**src/rtl/uart_rx.sv**
```systemverilog
// uart_rx: 8N1 UART receiver.
// Frame format: one start bit (0), eight data bits sent LSB first, one stop bit (1).
// The idle line is high.
// The serial input passes through a two-flop synchroniser before the FSM sees it.
// The start bit and every data/stop bit are sampled at mid-bit.
// A good byte updates rx_data and pulses rx_valid for one cycle.
// A stop bit sampled low pulses frame_err for one cycle and leaves rx_data unchanged.
module uart_rx #(
  parameter int CLK_FREQ  = 50000000,
  parameter int BAUD_RATE = 9600
) (
  input  logic       clk,
  input  logic       rst_n,
  input  logic       rx,
  output logic [7:0] rx_data,
  output logic       rx_valid,
  output logic       rx_busy,
  output logic       frame_err
);

  localparam int CLKS_PER_BIT = CLK_FREQ / BAUD_RATE;
  localparam int HALF_BIT     = (CLKS_PER_BIT - 1) / 2;
  localparam int CNT_W        = (CLKS_PER_BIT > 1) ? $clog2(CLKS_PER_BIT) : 1;

  localparam logic [CNT_W-1:0] HALF_CNT = CNT_W'(HALF_BIT);
  localparam logic [CNT_W-1:0] LAST_CNT = CNT_W'(CLKS_PER_BIT - 1);

  // The mid-bit sampling scheme needs a few cycles per bit to leave any margin.
  if (CLKS_PER_BIT < 4) begin : g_bad_cfg
    $error("uart_rx: CLK_FREQ/BAUD_RATE must be at least 4");
  end

  typedef enum logic [2:0] {
    IDLE    = 3'd0,
    START   = 3'd1,
    DATA    = 3'd2,
    STOP    = 3'd3,
    CLEANUP = 3'd4
  } state_t;

  state_t           state_q,     state_d;
  logic [CNT_W-1:0] clk_count_q, clk_count_d;
  logic [2:0]       bit_index_q, bit_index_d;
  logic [7:0]       shift_q,     shift_d;
  logic [7:0]       rx_data_q,   rx_data_d;
  logic             rx_valid_q,  rx_valid_d;
  logic             frame_err_q, frame_err_d;
  logic             rx_busy_q,   rx_busy_d;
  logic [1:0]       sync_q,      sync_d;
  logic             rx_s;

  assign sync_d = {sync_q[0], rx};
  assign rx_s   = sync_q[1];

  // Next-state logic: every register holds its value unless this block changes it.
  // The two strobes default to 0 each cycle.
  always_comb begin
    state_d     = state_q;
    clk_count_d = clk_count_q;
    bit_index_d = bit_index_q;
    shift_d     = shift_q;
    rx_data_d   = rx_data_q;
    rx_busy_d   = rx_busy_q;
    rx_valid_d  = 1'b0;
    frame_err_d = 1'b0;

    unique case (state_q)
      IDLE: begin
        clk_count_d = '0;
        bit_index_d = 3'd0;
        rx_busy_d   = 1'b0;
        if (!rx_s) begin
          state_d   = START;
          rx_busy_d = 1'b1;
        end
      end

      START: begin
        if (clk_count_q < HALF_CNT) begin
          clk_count_d = clk_count_q + 1'b1;
        end else begin
          clk_count_d = '0;
          if (!rx_s) begin
            state_d = DATA;
          end else begin
            // The line went high again before mid-start: a glitch, not a start bit.
            state_d   = IDLE;
            rx_busy_d = 1'b0;
          end
        end
      end

      DATA: begin
        if (clk_count_q < LAST_CNT) begin
          clk_count_d = clk_count_q + 1'b1;
        end else begin
          clk_count_d          = '0;
          shift_d[bit_index_q] = rx_s;
          if (bit_index_q < 3'd7) begin
            bit_index_d = bit_index_q + 3'd1;
          end else begin
            bit_index_d = 3'd0;
            state_d     = STOP;
          end
        end
      end

      STOP: begin
        if (clk_count_q < LAST_CNT) begin
          clk_count_d = clk_count_q + 1'b1;
        end else begin
          clk_count_d = '0;
          state_d     = CLEANUP;
          if (rx_s) begin
            rx_data_d  = shift_q;
            rx_valid_d = 1'b1;
          end else begin
            frame_err_d = 1'b1;
          end
        end
      end

      CLEANUP: begin
        // Wait for the line to go high so that a held-low (break) line cannot
        // retrigger a start.
        if (rx_s) begin
          state_d   = IDLE;
          rx_busy_d = 1'b0;
        end
      end

      default: begin
        state_d   = IDLE;
        rx_busy_d = 1'b0;
      end
    endcase
  end

  // State, datapath and registered outputs.
  // Reset leaves the synchroniser reading an idle (high) line.
  always_ff @(posedge clk or negedge rst_n) begin
    if (!rst_n) begin
      sync_q      <= 2'b11;
      state_q     <= IDLE;
      clk_count_q <= '0;
      bit_index_q <= 3'd0;
      shift_q     <= 8'h00;
      rx_data_q   <= 8'h00;
      rx_valid_q  <= 1'b0;
      frame_err_q <= 1'b0;
      rx_busy_q   <= 1'b0;
    end else begin
      sync_q      <= sync_d;
      state_q     <= state_d;
      clk_count_q <= clk_count_d;
      bit_index_q <= bit_index_d;
      shift_q     <= shift_d;
      rx_data_q   <= rx_data_d;
      rx_valid_q  <= rx_valid_d;
      frame_err_q <= frame_err_d;
      rx_busy_q   <= rx_busy_d;
    end
  end

  assign rx_data   = rx_data_q;
  assign rx_valid  = rx_valid_q;
  assign frame_err = frame_err_q;
  assign rx_busy   = rx_busy_q;

endmodule

```
**config.mk**
```make
export PLATFORM = sky130hd
export DESIGN_NAME = uart_rx
export DESIGN_NICKNAME = d
export VERILOG_FILES = /design/src/rtl/uart_rx.sv
export SDC_FILE = /design/constraint.sdc
export NUM_CORES = 1
export LEC_CHECK = 0
export ABC_AREA = 1
export BUFFER_PORTS_ARGS = -buffer_cell sky130_fd_sc_hd__buf_2
export CORE_ASPECT_RATIO = 1.2
export CORE_MARGIN = 2
export CORE_UTILIZATION = 47
export DETAILED_ROUTE_END_ITERATION = 7
export PLACE_DENSITY = 0.67
export SLEW_MARGIN = 20
export SYNTH_ARGS = -nofsm -noshare
export SYNTH_HDL_FRONTEND = slang
export SYNTH_SLANG_ARGS = --single-unit
```
**constraint.sdc**
```tcl
create_clock -name clk -period 1.4 [get_ports clk]
set_input_delay 0.28 -clock clk [delete_from_list [all_inputs] [get_ports clk]]
set_output_delay 0.28 -clock clk [all_outputs]
set_load 0.1 [all_outputs]
```
==> flow_summary.toml, run 1 <==
[cells_and_area]
multi_input_area_sq_mm = 0.00118
nFillCells = 339
diodes = 0
syn2layout_area_growth_pct = 36.5
mostFrequentLayoutCell = "nand2_1"
stdcell_area_sq_mm = 0.00290
register_area_sq_mm = 0.00101
final_cell_mix = "nand2_1, dfrtp_1, buf_4, inv_1, nor2_1"
fin_nets = 336
drive_gt1_share_pct = 36.1
final_cells = 388

[sta]
maxSlewHeadroom_pct = 67.7
setup_violations = 24
hold_viol = 0
period_share_pct = 105
slew_viol_final = 0
whs_ps = 79.9
grt_setup_unrepaired = "yes"
fin_crit_ps = 1470
tightest_slew_ps = 488
finalWorstSetupSlack_ps = -67.2
finClkSkew_ps = 8.09
fmax_mhz = 682

[detailed_routing]
postRouteAntennaNets = 0
wl_per_cell_microns = 12.5
vias_per_cell = 5.02
dr.first_iter.drc_count = 99
via_count = 1946
routed_wl_microns = 4870
drc = 0
first_pass_iters = 5

[setup_path]
max_stage_delay_ps = 430
critical_path.cell_chain = "nand3_2 > a21oi_2 > nand2_2 > nand2_4 > buf_12 > nand3_1 > nand2_1 > o21ai_1"
path_class = "reg -> reg"
startpoint_type = "flip-flop"
cp-end-kind = "flip-flop"
required_ps = 1580
crit_slowest_cell = "dfrtp_1"
crit_fanout = 8
cp.arrival_ps = 1650

[status]
outcome = "finished, violations left"
violations = "negative setup slack"

[min_path]
holdCritPathClass = "in -> reg"

[power]
p_leak_nw = 1.46
vdd_drop_max_mv = 0.657
p_int_mw = 1.71
p_seq_share_pct = 53.2
clkPwrFrac_pct = 44.6
power_density_mw_per_mm2 = 753
netSwitchingPower_uw = 470
pwr-share-comb_pct = 2.2
switching_share_pct = 21.6

[cts]
numCtsBuffers = 5
clock_path_buffers = 2
clockRootBuffer = "clkbuf_8"
cts_tree = "done"
clk_latency_ps = 300
cts_sinks = 40
htree_num_levels = 2
clk_pin_slew_ps = 80

[yosys]
syn_inst = 278
ys_seq_area_share_pct = 47.3
synth-seq-cells = 40
synth.cell_area_sq_mm = 0.00212
synth_cell_type_count = 27
syn_nets = 283
yosysWarnings = 0
synth.avg_cell_area_sq_um = 7.63

[floorplan]
design.die.area_sq_mm = 0.00507
boundaryPins = 14
die_height_microns = 77.6
die_w_microns = 65.3
start_util_pct = 49.4
core_sq_mm = 0.00429
rows = 26

[place]
hpwlAfterDp_microns = 3030
port_buffers = 13
dp.cells = 372
place_area_sq_mm = 0.00246
dp_slack_ps = -117
routabilityCongestion = 0.868

[grt]
grt_max_degree = 41
grt_pass1_vias = 1732
antenna_found_initial = 0
grt_pass1_wl_microns = 7620
grt_use_total_pct = 19.1
grt-ovfl-total = 0

[flow_run]
cap_violations = 0
power groups by stage:
stage | combinational, mW | clock (mW) | sequential (mW)
3_5_place_dp | 0.0458 | 0 | 1.18
2_1_floorplan | 0.00480 | 0 | 1.19
3_3_place_gp | 0.0456 | 0 | 1.18
6_report | 0.0489 | 0.972 | 1.16
5_1_grt | 0.0565 | 1.05 | 1.16
4_1_cts | 0.0477 | 0.992 | 1.16
layer usage:
layer	up-vias	wire length (microns)	share of wire [%]	GRT usage, %
met2	37	2370	49	30.1
met3	8	217	4.5	4.49
li1	989	-	-	-
met5	-	0	0	0
met4	0	80	1.6	5.63
met1	912	2200	45	26.0
area by class of cell:
cell class,count,share of cell area [%]
Sequential cell,40,34.8
Inverter,30,4.06
Multi-Input combinational cell,204,40.9
Clock inverter,3,1.60
Timing Repair Buffer,49,13.7
Timing Repair inverter,1,0.216
Tap cell,56,2.42
Clock buffer,5,2.38
state kept, by name, indices dropped and copies added, names as in the netlist:
register,cells
shift_q,8
sync_q,2
rx_valid,1
frame_err,1
rx_data,8
clk_count_q,13
bit_index_q,3
rx_busy,1
state_q,3
Yosys cell counts, drive strengths merged:
master	number	area [sq um]
ha	2	25.0
a21oi	3	22.5
nand4	4	25.0
dfstp	2	52.6
nor3b	1	7.51
o21ai	23	115
nor3	6	30.0
xor2	7	61.3
nand2	100	398
nor2	31	119
dfrtp	38	951
buf	5	43.8
xnor2	1	8.76
inv	30	115
nand3	25	148
cell families (layout without fill, tap and decap cells):
family | count (synthesis) | count (layout) | share of synthesized area, %
DFF | 40 | 40 | 47.3
xor gates and xnor gates | 8 | 8 | 3.30
buffers and inverters | 35 | 88 | 7.49
adders and majority gates | 2 | 2 | 1.18
and+or+nand+nor | 167 | 168 | 34.3
AOI/OAI and AO/OA | 26 | 26 | 6.49
stage by stage:
stage	util, %	power (mW)	TNS, ps
detailed placement	57.4	1.23	-721
global route	67.5	2.26	-3950
CTS	61.2	2.20	-158
floorplan	-	1.19	0
finish	67.5	2.18	-848
global placement	57.4	1.23	-272
worst paths after layout:
path,depth (start not counted),endpoint,slack [ps],startpoint
min in group asynchronous,3,clk_count_q[5],480,rst_n
hold / removal,1,sync_q[0],80,rx
hold reg to reg,0,sync_q[1],360,sync_q[0]
max in group asynchronous,3,sync_q[1],670,rst_n
setup / recovery,8,shift_q[5],-70,clk_count_q[1]
setup reg to reg,8,shift_q[5],-70,clk_count_q[1]
critical path: cells and delay by family, from the launching register on:
kind | cells | cell delay, ps
flip-flops | 1 | 430
buffers and inverters | 1 | 150
AO/OA/AOI/OAI | 2 | 240
AND/OR/NAND/NOR | 5 | 540
what timing repair did:
item,in CTS,in global routing
endpoints found under the hold margin,38,0
buffers inserted,1,4
cloned,0,2
pin swaps,5,16
setup endpoints to repair,32,40
hold buffers,1,0
resized for setup,10,59
(Power assumes the default switching activity.)
==> inputs of run 2 (changes only) <==
--- a/config.mk
+++ b/config.mk
@@ -6,7 +6,7 @@
 export NUM_CORES = 1
 export LEC_CHECK = 0
 export ABC_AREA = 1
-export BUFFER_PORTS_ARGS = -buffer_cell sky130_fd_sc_hd__buf_2
+export BUFFER_PORTS_ARGS = -buffer_cell sky130_fd_sc_hd__buf_4
 export CORE_ASPECT_RATIO = 1.2
 export CORE_MARGIN = 2
 export CORE_UTILIZATION = 47
==> flow_summary.toml, run 2 (synthesis results as in run 1) <==
[status]
outcome = "finished, violations left"
violations = "negative setup slack"

[cts]
htree_num_levels = 2
clk_latency_ps = 300
cts_sinks = 40
clockRootBuffer = "clkbuf_8"
clock_path_buffers = 2
numCtsBuffers = 5
clk_pin_slew_ps = 80
cts_tree = "done"

[sta]
slew_viol_final = 0
fmax_mhz = 709
hold_viol = 0
whs_ps = 87.8
finalSetupTns_ps = -15.0
finalWorstSetupSlack_ps = -11.1
fin_crit_ps = 1410
period_share_pct = 101
setup_violations = 2
maxSlewHeadroom_pct = 66.2
tightest_slew_ps = 507
grt_setup_unrepaired = "yes"
finClkSkew_ps = 9.12

[setup_path]
cp-end-kind = "flip-flop"
required_ps = 1590
ff2ff_path_depth = 9
critical_path.cell_chain = "nor2_4 > nand2_1 > nor2_2 > nand2_2 > nand2_4 > buf_12 > nand3_1 > nand2_1 > o21ai_1"
max_stage_delay_ps = 420
cp_common_cell = "nand2_1"
crit_family = "simple AND/OR/NAND/NOR gates"
cp.arrival_ps = 1600
path_buf_inv = 1
path_depth = 9
crit_fanout = 10
crit_slowest_cell = "dfrtp_1"
path_class = "reg -> reg"
startpoint_type = "flip-flop"

[cells_and_area]
final_cells = 388
final_cell_mix = "nand2_1, buf_4, dfrtp_1, nor2_1, inv_1"
fin_nets = 336
largest_reg_flops = 13
drive_gt1_share_pct = 35.5
nFillCells = 371
mostFrequentLayoutCell = "nand2_1"
diodes = 0
syn2layout_area_growth_pct = 32.4
stdcell_area_sq_mm = 0.00281
regMostFlops = "clk_count_q"

[grt]
grt_pass1_wl_microns = 8100
antenna_found_initial = 0
grt_max_degree = 41
grt-ovfl-total = 0
grt_pass1_vias = 1857
grt_use_total_pct = 20.3

[flow_run]
cap_violations = 0

[detailed_routing]
drc = 0
vias_per_cell = 4.99
postRouteAntennaNets = 0
routed_wl_microns = 4750
dr.first_iter.drc_count = 92
wl_per_cell_microns = 12.2
first_pass_iters = 4
via_count = 1935

[floorplan]
boundaryPins = 14
die_height_microns = 77.6
start_util_pct = 49.4
design.die.area_sq_mm = 0.00507
die_w_microns = 65.3
rows = 26
core_sq_mm = 0.00429

[min_path]
whs_path_depth = 1
holdCritPathClass = "in -> reg"

[place]
dp_slack_ps = -166
port_buffers = 13
dp.cells = 372
place_area_sq_mm = 0.00248
routabilityCongestion = 0.883
hpwlAfterDp_microns = 3190

[power]
p_leak_nw = 1.44
vdd_drop_max_mv = 0.708
power_density_mw_per_mm2 = 776
[run 2: cell types whose count changed in the layout (fill, tap and decap cells not counted), sizes merged]
cell      delta
buf          +2
clkinv       +3
clkinvlp     -1
inv          -2
clkbuf       -2
[run 2: repair_timing]
action                                  4_1_cts  5_1_grt
buffers inserted                              0        5
endpoints found under the hold margin        38        0
pin swaps                                     1        9
resized for setup                            12       43
gates cloned                                  0        2
endpoints found under the setup margin       33       38
hold buffers                                  1        0
[run 2: final timing paths]
check	to	start	slack, ps
min	sync_q[0]	rx	90
max reg2reg	shift_q[5]	clk_count_q[7]	-10
min in group asynchronous	clk_count_q[5]	rst_n	480
max in group asynchronous	clk_count_q[3]	rst_n	530
min reg2reg	sync_q[1]	sync_q[0]	360
max	shift_q[5]	clk_count_q[7]	-10
[run 2: routing by layer]
layer  up-vias  wire, microns  share of wire [%]  track usage (%)
met1       909           2300                 48             27.3
met5         -              0                  0                0
li1        987              -                  -                -
met2        30           2230                 47             31.8
met3         9            137                2.9             4.20
met4         0             83                1.7             7.92
[run 2: worst register-to-register path: cells and delay by family (launching register included)]
| family | cells | cell delay (ps) |
|---|---|---|
| compound gates | 1 | 60 |
| flops | 1 | 420 |
| buf+inv | 1 | 130 |
| simple gates | 7 | 690 |
[run 2: area by class of cell]
type / count / area (sq um) / area share, %
Clock inverter: 3 / 47.5 / 1.69
Sequential cell: 40 / 1010 / 36.0
Inverter: 30 / 118 / 4.19
Timing Repair inverter: 1 / 6.26 / 0.223
Multi-Input combinational cell: 204 / 1100 / 39.0
Timing Repair Buffer: 49 / 390 / 13.9
Tap cell: 56 / 70.1 / 2.49
Clock buffer: 5 / 68.8 / 2.45
[run 2: stage by stage]
stage / utilization [%] / total power [mW]
4_1_cts: 61.6 / 2.20
3_3_place_gp: 57.9 / 1.22
6_report: 65.4 / 2.18
3_5_place_dp: 57.9 / 1.22
5_1_grt: 65.4 / 2.26
2_1_floorplan: - / 1.19
[run 2: power by group]
part,switching (mW),leakage [nW],internal [mW]
clock network,0.439,0.0583,0.537
registers,0.00111,0.522,1.16
logic,0.0328,0.860,0.0104
total,0.473,1.44,1.71
